### src/rtl/fifo_defs_pkg.sv
// Shared FIFO definitions: count-width helper and read-mode constants,
// common to the synchronous and asynchronous FIFO families.
package fifo_defs;

  localparam int MODE_STD  = 0;
  localparam int MODE_FWFT = 1;

  // A count must represent 0..SIZE inclusive, hence one bit above the address width.
  function automatic int count_w(input int size);
    return $clog2(size) + 1;
  endfunction

endpackage

### src/rtl/fifo_ram.sv
// Simple dual-port storage: synchronous write, combinational read addressed by raddr.
module fifo_ram #(
  parameter int DATA_W = 10,
  parameter int SIZE   = 16,
  localparam int AW    = $clog2(SIZE)
) (
  input  logic              clk,
  input  logic              we,
  input  logic [AW-1:0]     waddr,
  input  logic [DATA_W-1:0] wdata,
  input  logic [AW-1:0]     raddr,
  output logic [DATA_W-1:0] rdata
);

  logic [DATA_W-1:0] mem [SIZE];

  // NOTE: the array has no reset so it maps onto RAM; readers only address written words.
  always_ff @(posedge clk) begin
    if (we) mem[waddr] <= wdata;
  end

  assign rdata = mem[raddr];

endmodule

### src/rtl/fifo_sync_flags.sv
// Single-clock FIFO with arbitrary depth, STD/FWFT read modes, programmable
// almost-full/almost-empty thresholds, synchronous flush and sticky error flags.
module fifo_sync_flags
  import fifo_defs::*;
#(
  parameter int DATA_W       = 10,
  parameter int SIZE         = 16,
  parameter int FWFT         = MODE_STD,
  parameter int AFULL_LEVEL  = SIZE - 2,
  parameter int AEMPTY_LEVEL = 2,
  localparam int AW          = $clog2(SIZE),
  localparam int CW          = count_w(SIZE)
) (
  input  logic              clk,
  input  logic              aresetn,
  input  logic              flush,
  input  logic [DATA_W-1:0] data_wr,
  input  logic              wr_en,
  output logic [DATA_W-1:0] data_rd,
  input  logic              rd_en,
  output logic [CW-1:0]     data_count,
  output logic              full,
  output logic              almost_full,
  output logic              empty,
  output logic              almost_empty,
  output logic              overflow,
  output logic              underflow,
  output logic [1:0]        err_sticky
);

  logic [AW-1:0]     wr_ptr, rd_ptr;
  logic [AW-1:0]     wr_ptr_nxt, rd_ptr_nxt;
  logic [CW-1:0]     count_nxt;
  logic [DATA_W-1:0] data_rd_nxt;
  logic [DATA_W-1:0] ram_rdata;
  logic [AW-1:0]     ram_raddr;
  logic              rd_accept, wr_accept;
  logic              wr_do, rd_do;
  logic              overflow_nxt, underflow_nxt;
  logic [1:0]        err_sticky_nxt;

  // Pointers wrap at SIZE-1 explicitly so non-power-of-two depths work.
  function automatic logic [AW-1:0] ptr_inc(input logic [AW-1:0] p);
    return (p == AW'(SIZE - 1)) ? '0 : p + 1'b1;
  endfunction

  assign rd_accept = rd_en && !empty;
  assign wr_accept = wr_en && (!full || rd_accept);
  assign wr_do     = wr_accept && !flush;
  assign rd_do     = rd_accept && !flush;

  // FWFT pre-fetches the head that will be current after this edge.
  assign ram_raddr = (FWFT == MODE_FWFT) ? rd_ptr_nxt : rd_ptr;

  fifo_ram #(
    .DATA_W (DATA_W),
    .SIZE   (SIZE)
  ) u_ram (
    .clk   (clk),
    .we    (wr_do),
    .waddr (wr_ptr),
    .wdata (data_wr),
    .raddr (ram_raddr),
    .rdata (ram_rdata)
  );

  // NOTE: every always_comb output gets a default first so no latch is inferred.
  always_comb begin
    wr_ptr_nxt     = wr_ptr;
    rd_ptr_nxt     = rd_ptr;
    count_nxt      = data_count;
    data_rd_nxt    = data_rd;
    overflow_nxt   = 1'b0;
    underflow_nxt  = 1'b0;
    err_sticky_nxt = err_sticky;

    if (flush) begin
      wr_ptr_nxt     = '0;
      rd_ptr_nxt     = '0;
      count_nxt      = '0;
      err_sticky_nxt = 2'b00;
    end else begin
      if (wr_do) wr_ptr_nxt = ptr_inc(wr_ptr);
      if (rd_do) rd_ptr_nxt = ptr_inc(rd_ptr);
      count_nxt      = data_count + CW'(wr_do) - CW'(rd_do);
      overflow_nxt   = wr_en && !wr_accept;
      underflow_nxt  = rd_en && !rd_accept;
      err_sticky_nxt = err_sticky | {overflow_nxt, underflow_nxt};

      if (FWFT == MODE_FWFT) begin
        // The sole remaining word is the one being written now: bypass the RAM.
        if (wr_do && count_nxt == CW'(1)) data_rd_nxt = data_wr;
        else if (count_nxt != '0)         data_rd_nxt = ram_rdata;
      end else if (rd_do) begin
        data_rd_nxt = ram_rdata;
      end
    end
  end

  // NOTE: sequential state uses non-blocking assignments only.
  always_ff @(posedge clk or negedge aresetn) begin
    if (!aresetn) begin
      wr_ptr       <= '0;
      rd_ptr       <= '0;
      data_count   <= '0;
      data_rd      <= '0;
      full         <= 1'b0;
      almost_full  <= 1'b0;
      empty        <= 1'b1;
      almost_empty <= 1'b1;
      overflow     <= 1'b0;
      underflow    <= 1'b0;
      err_sticky   <= 2'b00;
    end else begin
      wr_ptr       <= wr_ptr_nxt;
      rd_ptr       <= rd_ptr_nxt;
      data_count   <= count_nxt;
      data_rd      <= data_rd_nxt;
      full         <= (count_nxt == CW'(SIZE));
      almost_full  <= (count_nxt >= CW'(AFULL_LEVEL));
      empty        <= (count_nxt == '0);
      almost_empty <= (count_nxt <= CW'(AEMPTY_LEVEL));
      overflow     <= overflow_nxt;
      underflow    <= underflow_nxt;
      err_sticky   <= err_sticky_nxt;
    end
  end

endmodule

### config.mk
export PLATFORM = sky130hd
export DESIGN_NAME = fifo_sync_flags
export DESIGN_NICKNAME = d
export VERILOG_FILES = /design/src/rtl/fifo_defs_pkg.sv /design/src/rtl/fifo_ram.sv /design/src/rtl/fifo_sync_flags.sv
export SDC_FILE = /design/constraint.sdc
export NUM_CORES = 1
export LEC_CHECK = 0
export BUFFER_PORTS_ARGS = -buffer_cell sky130_fd_sc_hd__buf_4
export CAP_MARGIN = 20
export CELL_PAD_IN_SITES_DETAIL_PLACEMENT = 1
export CELL_PAD_IN_SITES_GLOBAL_PLACEMENT = 2
export CORE_MARGIN = 2
export CORE_UTILIZATION = 29
export CTS_BUF_LIST = sky130_fd_sc_hd__clkbuf_8
export DETAILED_ROUTE_END_ITERATION = 10
export GPL_ROUTABILITY_DRIVEN = 0
export PLACE_DENSITY_LB_ADDON = 0.1
export SLEW_MARGIN = 20
export SYNTH_ARGS = -nofsm -noshare
export SYNTH_HDL_FRONTEND = slang
export SYNTH_HIERARCHICAL = 1
export SYNTH_SLANG_ARGS = --single-unit
### constraint.sdc
create_clock -name clk -period 2.87 [get_ports clk]
set_input_delay 0.1435 -clock clk [delete_from_list [all_inputs] [get_ports clk]]
set_output_delay 0.1435 -clock clk [all_outputs]
set_load 0.005 [all_outputs]
### Word level (Yosys, flattened, before mapping)

Memories as Yosys holds them, arrays and structs flattened. A register that Yosys moved wholly into a read port is not among the register bits.
Index checks and enable logic that the tools add are counted.

| operators by class | value |
|---|---|
| add/sub/neg operators | 4 |
| bitwise gates (word level) | 2 |
| reductions and logical operators | 17 |
| magnitude comparators | 2 |
| eq/ne operators | 3 |
| mux-type cells | 12 |

Operators with widths:

| operator | count |
|---|---|
| two-way mux 4 bit | 6 |
| adder 4 x 1 -> 4 bit, second input constant | 2 |
| == test 4 bit, second input constant | 2 |
| logical AND 1 bit | 6 |
| zero test 1 bit | 6 |
| adder 5 x 1 -> 5 bit | 1 |
| == test 5 bit, second input constant | 1 |
| greater-or-equal comparator 5 x 4 -> 1 bit, second input constant | 1 |
| <= comparator 5 x 2 -> 1 bit, second input constant | 1 |
| zero test 5 bit | 1 |
| two-way mux 5 bit | 1 |
| subtractor 5 x 1 -> 5 bit | 1 |
| two-way mux 1 bit | 4 |
| nonzero test 2 bit | 2 |
| two-way mux 2 bit | 1 |
| OR 2 bit | 1 |
| AND reduction 2 bit | 1 |
| logical OR 1 bit | 1 |
| NOT 1 bit | 1 |

| word-level totals | value |
|---|---|
| input port bits | 15 |
| bits in registers | 21 |
| output and inout bits | 23 |
| memory bits (writable) | 160 |
| logic and storage cells | 51 |
| memories kept | 1 |

Memories:

| memory | depth | width | rd ports | clocked after memory_dff | wr ports | line | RTL |
|---|---|---|---|---|---|---|---|
| u_ram.mem | 16 | 10 | 1 | 1 | 1 | fifo_ram.sv:15 | `logic [DATA_W-1:0] mem [SIZE];` |

### Depth between registers and ports, before layout

| logic depth | value |
|---|---|
| depth after elaboration | 9 |
| gate-level depth with buffers | 11 |
| mapped depth without buffers | 11 |

### Hierarchy

The synthesis kept the hierarchy.

Modules (own cells, without submodules):

| module | times used | cells an instance | area an instance (sq um) | seq. area each (sq um) |
|---|---|---|---|---|
| fifo_ram | 1 | 269 | 6153.4 | 4804.6 |
| fifo_sync_flags | 1 | 127 | 1453.9 | 778.2 |

### Least setup slack after synthesis

No wires, ideal clock.

| path | value |
|---|---|
| kind | reg-to-reg |
| start point | register empty |
| end point | register full |
| arrival | 2732 ps |
| setup slack | 16 ps |
| setup time | 121 ps |
| stages on the path, launching flop included | 12 |
| clock period less this slack | 2854 ps |
| buffers on the path | 0 |
| path through | dfstp_2 -> nand2b_1 -> a21boi_1 -> nand2b_1 -> ha_1 -> inv_1 -> ha_1 -> fa_1 -> a21o_2 -> a21oi_1 -> xnor2_1 -> and4bb_2 |

| between the ends | value |
|---|---|
| word-level cells in the longest chain between the ends | 9 |
| elaborated cells between the ends (all ways) | 10 |

RTL lines:

| what | line | RTL |
|---|---|---|
| start: declaration | fifo_sync_flags.sv:24 | `output logic empty,` |
| start signal: assignment | fifo_sync_flags.sv:121 | `empty <= (count_nxt == '0);` |
| zero test 1 bit (*) | fifo_sync_flags.sv:47 | `assign rd_accept = rd_en && !empty;` |
| logical AND 1 bit (*) | fifo_sync_flags.sv:47 |  |
| logical OR 1 bit | fifo_sync_flags.sv:48 | `assign wr_accept = wr_en && (!full \|\| rd_accept);` |
| logical AND 1 bit | fifo_sync_flags.sv:48 |  |
| logical AND 1 bit | fifo_sync_flags.sv:49 | `assign wr_do = wr_accept && !flush;` |
| adder 5 x 1 -> 5 bit | fifo_sync_flags.sv:85 | `count_nxt = data_count + CW'(wr_do) - CW'(rd_do);` |
| subtractor 5 x 1 -> 5 bit (*) | fifo_sync_flags.sv:85 |  |
| two-way mux 5 bit (*) | fifo_sync_flags.sv:77 | `if (flush) begin` |
| == test 5 bit (*) | fifo_sync_flags.sv:119 | `full <= (count_nxt == CW'(SIZE));` |
| end signal: assignment | fifo_sync_flags.sv:119 |  |
| end: declaration | fifo_sync_flags.sv:22 | `output logic full,` |

Mark *: on every way between the ends. The rest lies on a longest branch, timed or not.
A chain may end at the register's enable or synchronous reset.

### Worst setup path in the final report

Ends and elaborated chain as after synthesis.

==> results.py <==
metrics = {
    "power_and_ir_drop": {
        "p_leak_nw": 3.07,
        "p_per_area_nw_per_um2": 733,
        "max-vdd-ir-drop_mv": 0.343,
    },
    "yosys": {
        "synth_seq_cells": 191,
        "async_flop_share_pct": 16.2,
        "yosys_warnings": 6,
        "syn_inst": 396,
        "synth_fp_nets": 419,
        "syn_area_um2": 7610,
        "netlist-cell-type-count": 43,
        "synth_ff_type": "edfxtp_1",
        "avgSynthCellArea_um2": 19.2,
        "synth_edf_count": 160,
        "seq_area_frac_synth_pct": 73.4,
    },
    "routing": {
        "remaining_drc_errors": 0,
        "wl_um": 17300,
        "wl_per_cell_um": 20.8,
        "vias": 3931,
        "antenna_left": 0,
        "drtIter0Drc": 217,
        "drt_first_pass_iters": 4,
        "viasPerCell": 4.72,
    },
    "floorplan": {
        "die_w_um": 166,
        "pin_count": 38,
        "core-area_um2": 25900,
        "dieArea_um2": 27500,
        "row_count": 59,
        "initial_utilization_pct": 29.4,
        "die_y_um": 166,
    },
    "timing": {
        "finalSetupViolations": 0,
        "report.final.slew_viol_count": 0,
        "period_share_pct": 93.9,
        "clock-skew-final_ps": 13.7,
        "fmax_mhz": 371,
        "finalSetupTns_ps": 0,
        "worst_pin_slew_ps": 582,
        "relSlewSlack_pct": 61.2,
        "timing.hold.ws_ps": 148,
        "finalCriticalPeriod_ps": 2690,
        "hold_viol_final": 0,
    },
    "setup_path": {
        "crit_type": "register to register",
        "crit_path_end_kind": "register",
        "crit_arrival_ps": 3050,
        "worstRegToRegCells": 11,
        "r2r_slack_ps": 180,
        "reg2reg_from": "empty",
        "reg2reg_to": "full",
        "critical_path.startpoint_type": "register",
        "cp.required_ps": 3230,
        "cp_top_family": "adder cells",
        "cp_slowest_cell": "dfstp_2",
        "critPathMaxStageDelay_ps": 390,
        "worstPathMaxFanout": 4,
        "cp_num_buf_inv": 1,
        "crit_chain": "nand2b_1 > a21boi_2 > nand2b_1 > ha_1 > inv_1 > ha_1 > fa_2 > a21o_2 > a21oi_1 > xnor2_1 > and4bb_2",
    },
    "finish": {
        "n_fill_cell": 2586,
        "drive_above_1_share_pct": 30.4,
        "final_nets": 507,
        "multi_input_area_um2": 1900,
        "finish.utilization_pct": 34.9,
        "seqCellArea_um2": 5590,
        "n_antenna_cell": 0,
        "area_growth_pct": 18.8,
    },
    "global_routing": {
        "grt.overflow.total": 0,
        "grt_max_degree": 45,
        "grt_usage_pct": 13.2,
        "antenna_found_initial": 0,
        "grt_pass1_wl_um": 27000,
        "grt_pass1_vias": 4292,
    },
    "clock_tree": {
        "clk_pin_slew_ps": 100,
        "numCtsBuffers": 17,
        "root_buffer": "clkbuf_8",
        "htreeDepth": 4,
        "cts_num_sinks": 191,
        "clk_latency_ps": 460,
        "cts_tree": "done",
        "clock_path_buffers": 2,
    },
    "placement": {
        "portBuffers": 37,
        "dpl.hpwl_um": 11200,
    },
    "outcome": {
        "outcome": "completed",
    },
    "flow_run": {
        "cap_violations": 0,
    },
    "min_path": {
        "hold_class": "input pin to async pin",
    },
}
-- area by class of cell --
class | instances | area share (%)
flip-flops and latches | 191 | 61.8
multi-input cells | 181 | 21.0
repair buffers | 85 | 7.86
well taps | 335 | 4.64
clock buffers | 17 | 2.59
clock inverters | 15 | 1.79
inverters | 8 | 0.332
-- synth_stat cells, types with 6 or more instances --
cell	n	share of area, %
a21oi_1	8	0.53
a22oi_1	20	2.0
dfrtp_1	29	9.5
edfxtp_1	160	63
ha_1	7	1.2
inv_1	8	0.39
mux2_2	10	1.5
mux4_1	12	4.1
mux4_2	28	8.3
nand2_1	20	0.99
nor2_1	25	1.2
xor2_1	6	0.69
-- where the power goes --
group / total, mW / switching [mW] / internal (mW) / leakage [nW]
combinational: 1.52 / 0.694 / 0.830 / 1.04
sequential: 3.32 / 0.122 / 3.19 / 1.83
clock: 1.79 / 1.06 / 0.732 / 0.198
-- state kept, by name, summed over array words and instances, names as in the netlist --
register / flops
almost_full: 1
data_rd: 10
overflow: 1
u_ram/mem: 160
empty: 1
err_sticky: 2
full: 1
almost_empty: 1
underflow: 1
wr_ptr: 4
ram_raddr: 4
data_count: 5
-- per-layer routing --
layer	up-vias	routed length (um)	global-route usage, %
li1	1765	-	-
met1	2087	8160	17.9
met2	63	8480	21.6
met3	16	441	2.62
met4	0	226	3.55
met5	-	0	0
-- placed cells by master (no fill, tap or decap), types with 4 or more instances in the layout --
| master | synthesis | layout |
|---|---|---|
| a21oi_1 | 8 | 8 |
| a22oi_1 | 20 | 20 |
| buf_4 | 2 | 68 |
| clkbuf_8 | 0 | 17 |
| dfrtp_1 | 29 | 27 |
| dlygate4sd3_1 | 0 | 14 |
| edfxtp_1 | 160 | 160 |
| ha_1 | 7 | 7 |
| inv_1 | 8 | 9 |
| inv_8 | 0 | 7 |
| mux2_2 | 10 | 10 |
| mux4_1 | 12 | 12 |
| mux4_2 | 28 | 28 |
| nand2_1 | 20 | 20 |
| nand2b_1 | 4 | 4 |
| nor2_1 | 25 | 25 |
| nor2b_1 | 4 | 4 |
| nor3_1 | 5 | 5 |
| xor2_1 | 6 | 6 |
-- worst max path at each step --
| stage | startpoint | end | slack (ps) | cells after the start |
|---|---|---|---|---|
| after floorplan | empty | full | 20 | 11 |
| final | empty | full | 180 | 11 |
| after global routing | empty | full | -0.8 | 11 |
| after CTS | empty | full | 20 | 11 |
| after global placement | empty | full | 60 | 11 |
| after detailed placement | empty | full | 50 | 11 |
-- through the flow --
| step | setup slack [ps] | cells | instance area (um^2) | total power, mW |
|---|---|---|---|---|
| 3_3_place_gp | 63.3 | 785 | 8490 | 4.92 |
| 6_report | 175 | 832 | 9040 | 6.63 |
| 3_5_place_dp | 48.6 | 785 | 8490 | 4.92 |
| 2_1_floorplan | 16.4 | 396 | 7610 | 4.28 |
| 5_1_grt | -0.814 | 832 | 9040 | 7.01 |
| 4_1_cts | 18.1 | 831 | 9030 | 6.74 |
-- kinds of logic after synthesis --
logic type | Yosys count | synth area share, %
DFF | 191 | 73.4
buffers and inverters | 24 | 1.71
muxes | 52 | 14.2
AOI/OAI and AO/OA | 42 | 3.83
xor gates and xnor gates | 9 | 1.04
and+or+nand+nor | 70 | 4.44
adders and majority gates | 8 | 1.41
-- repair_timing --
item,CTS,global route
hold endpoints to repair,191,0
setup buffers,0,1
endpoints found under the setup margin,0,5
gates resized for setup,0,2
hold buffers,14,0
No activity file was read; power rests on OpenSTA's default activity.
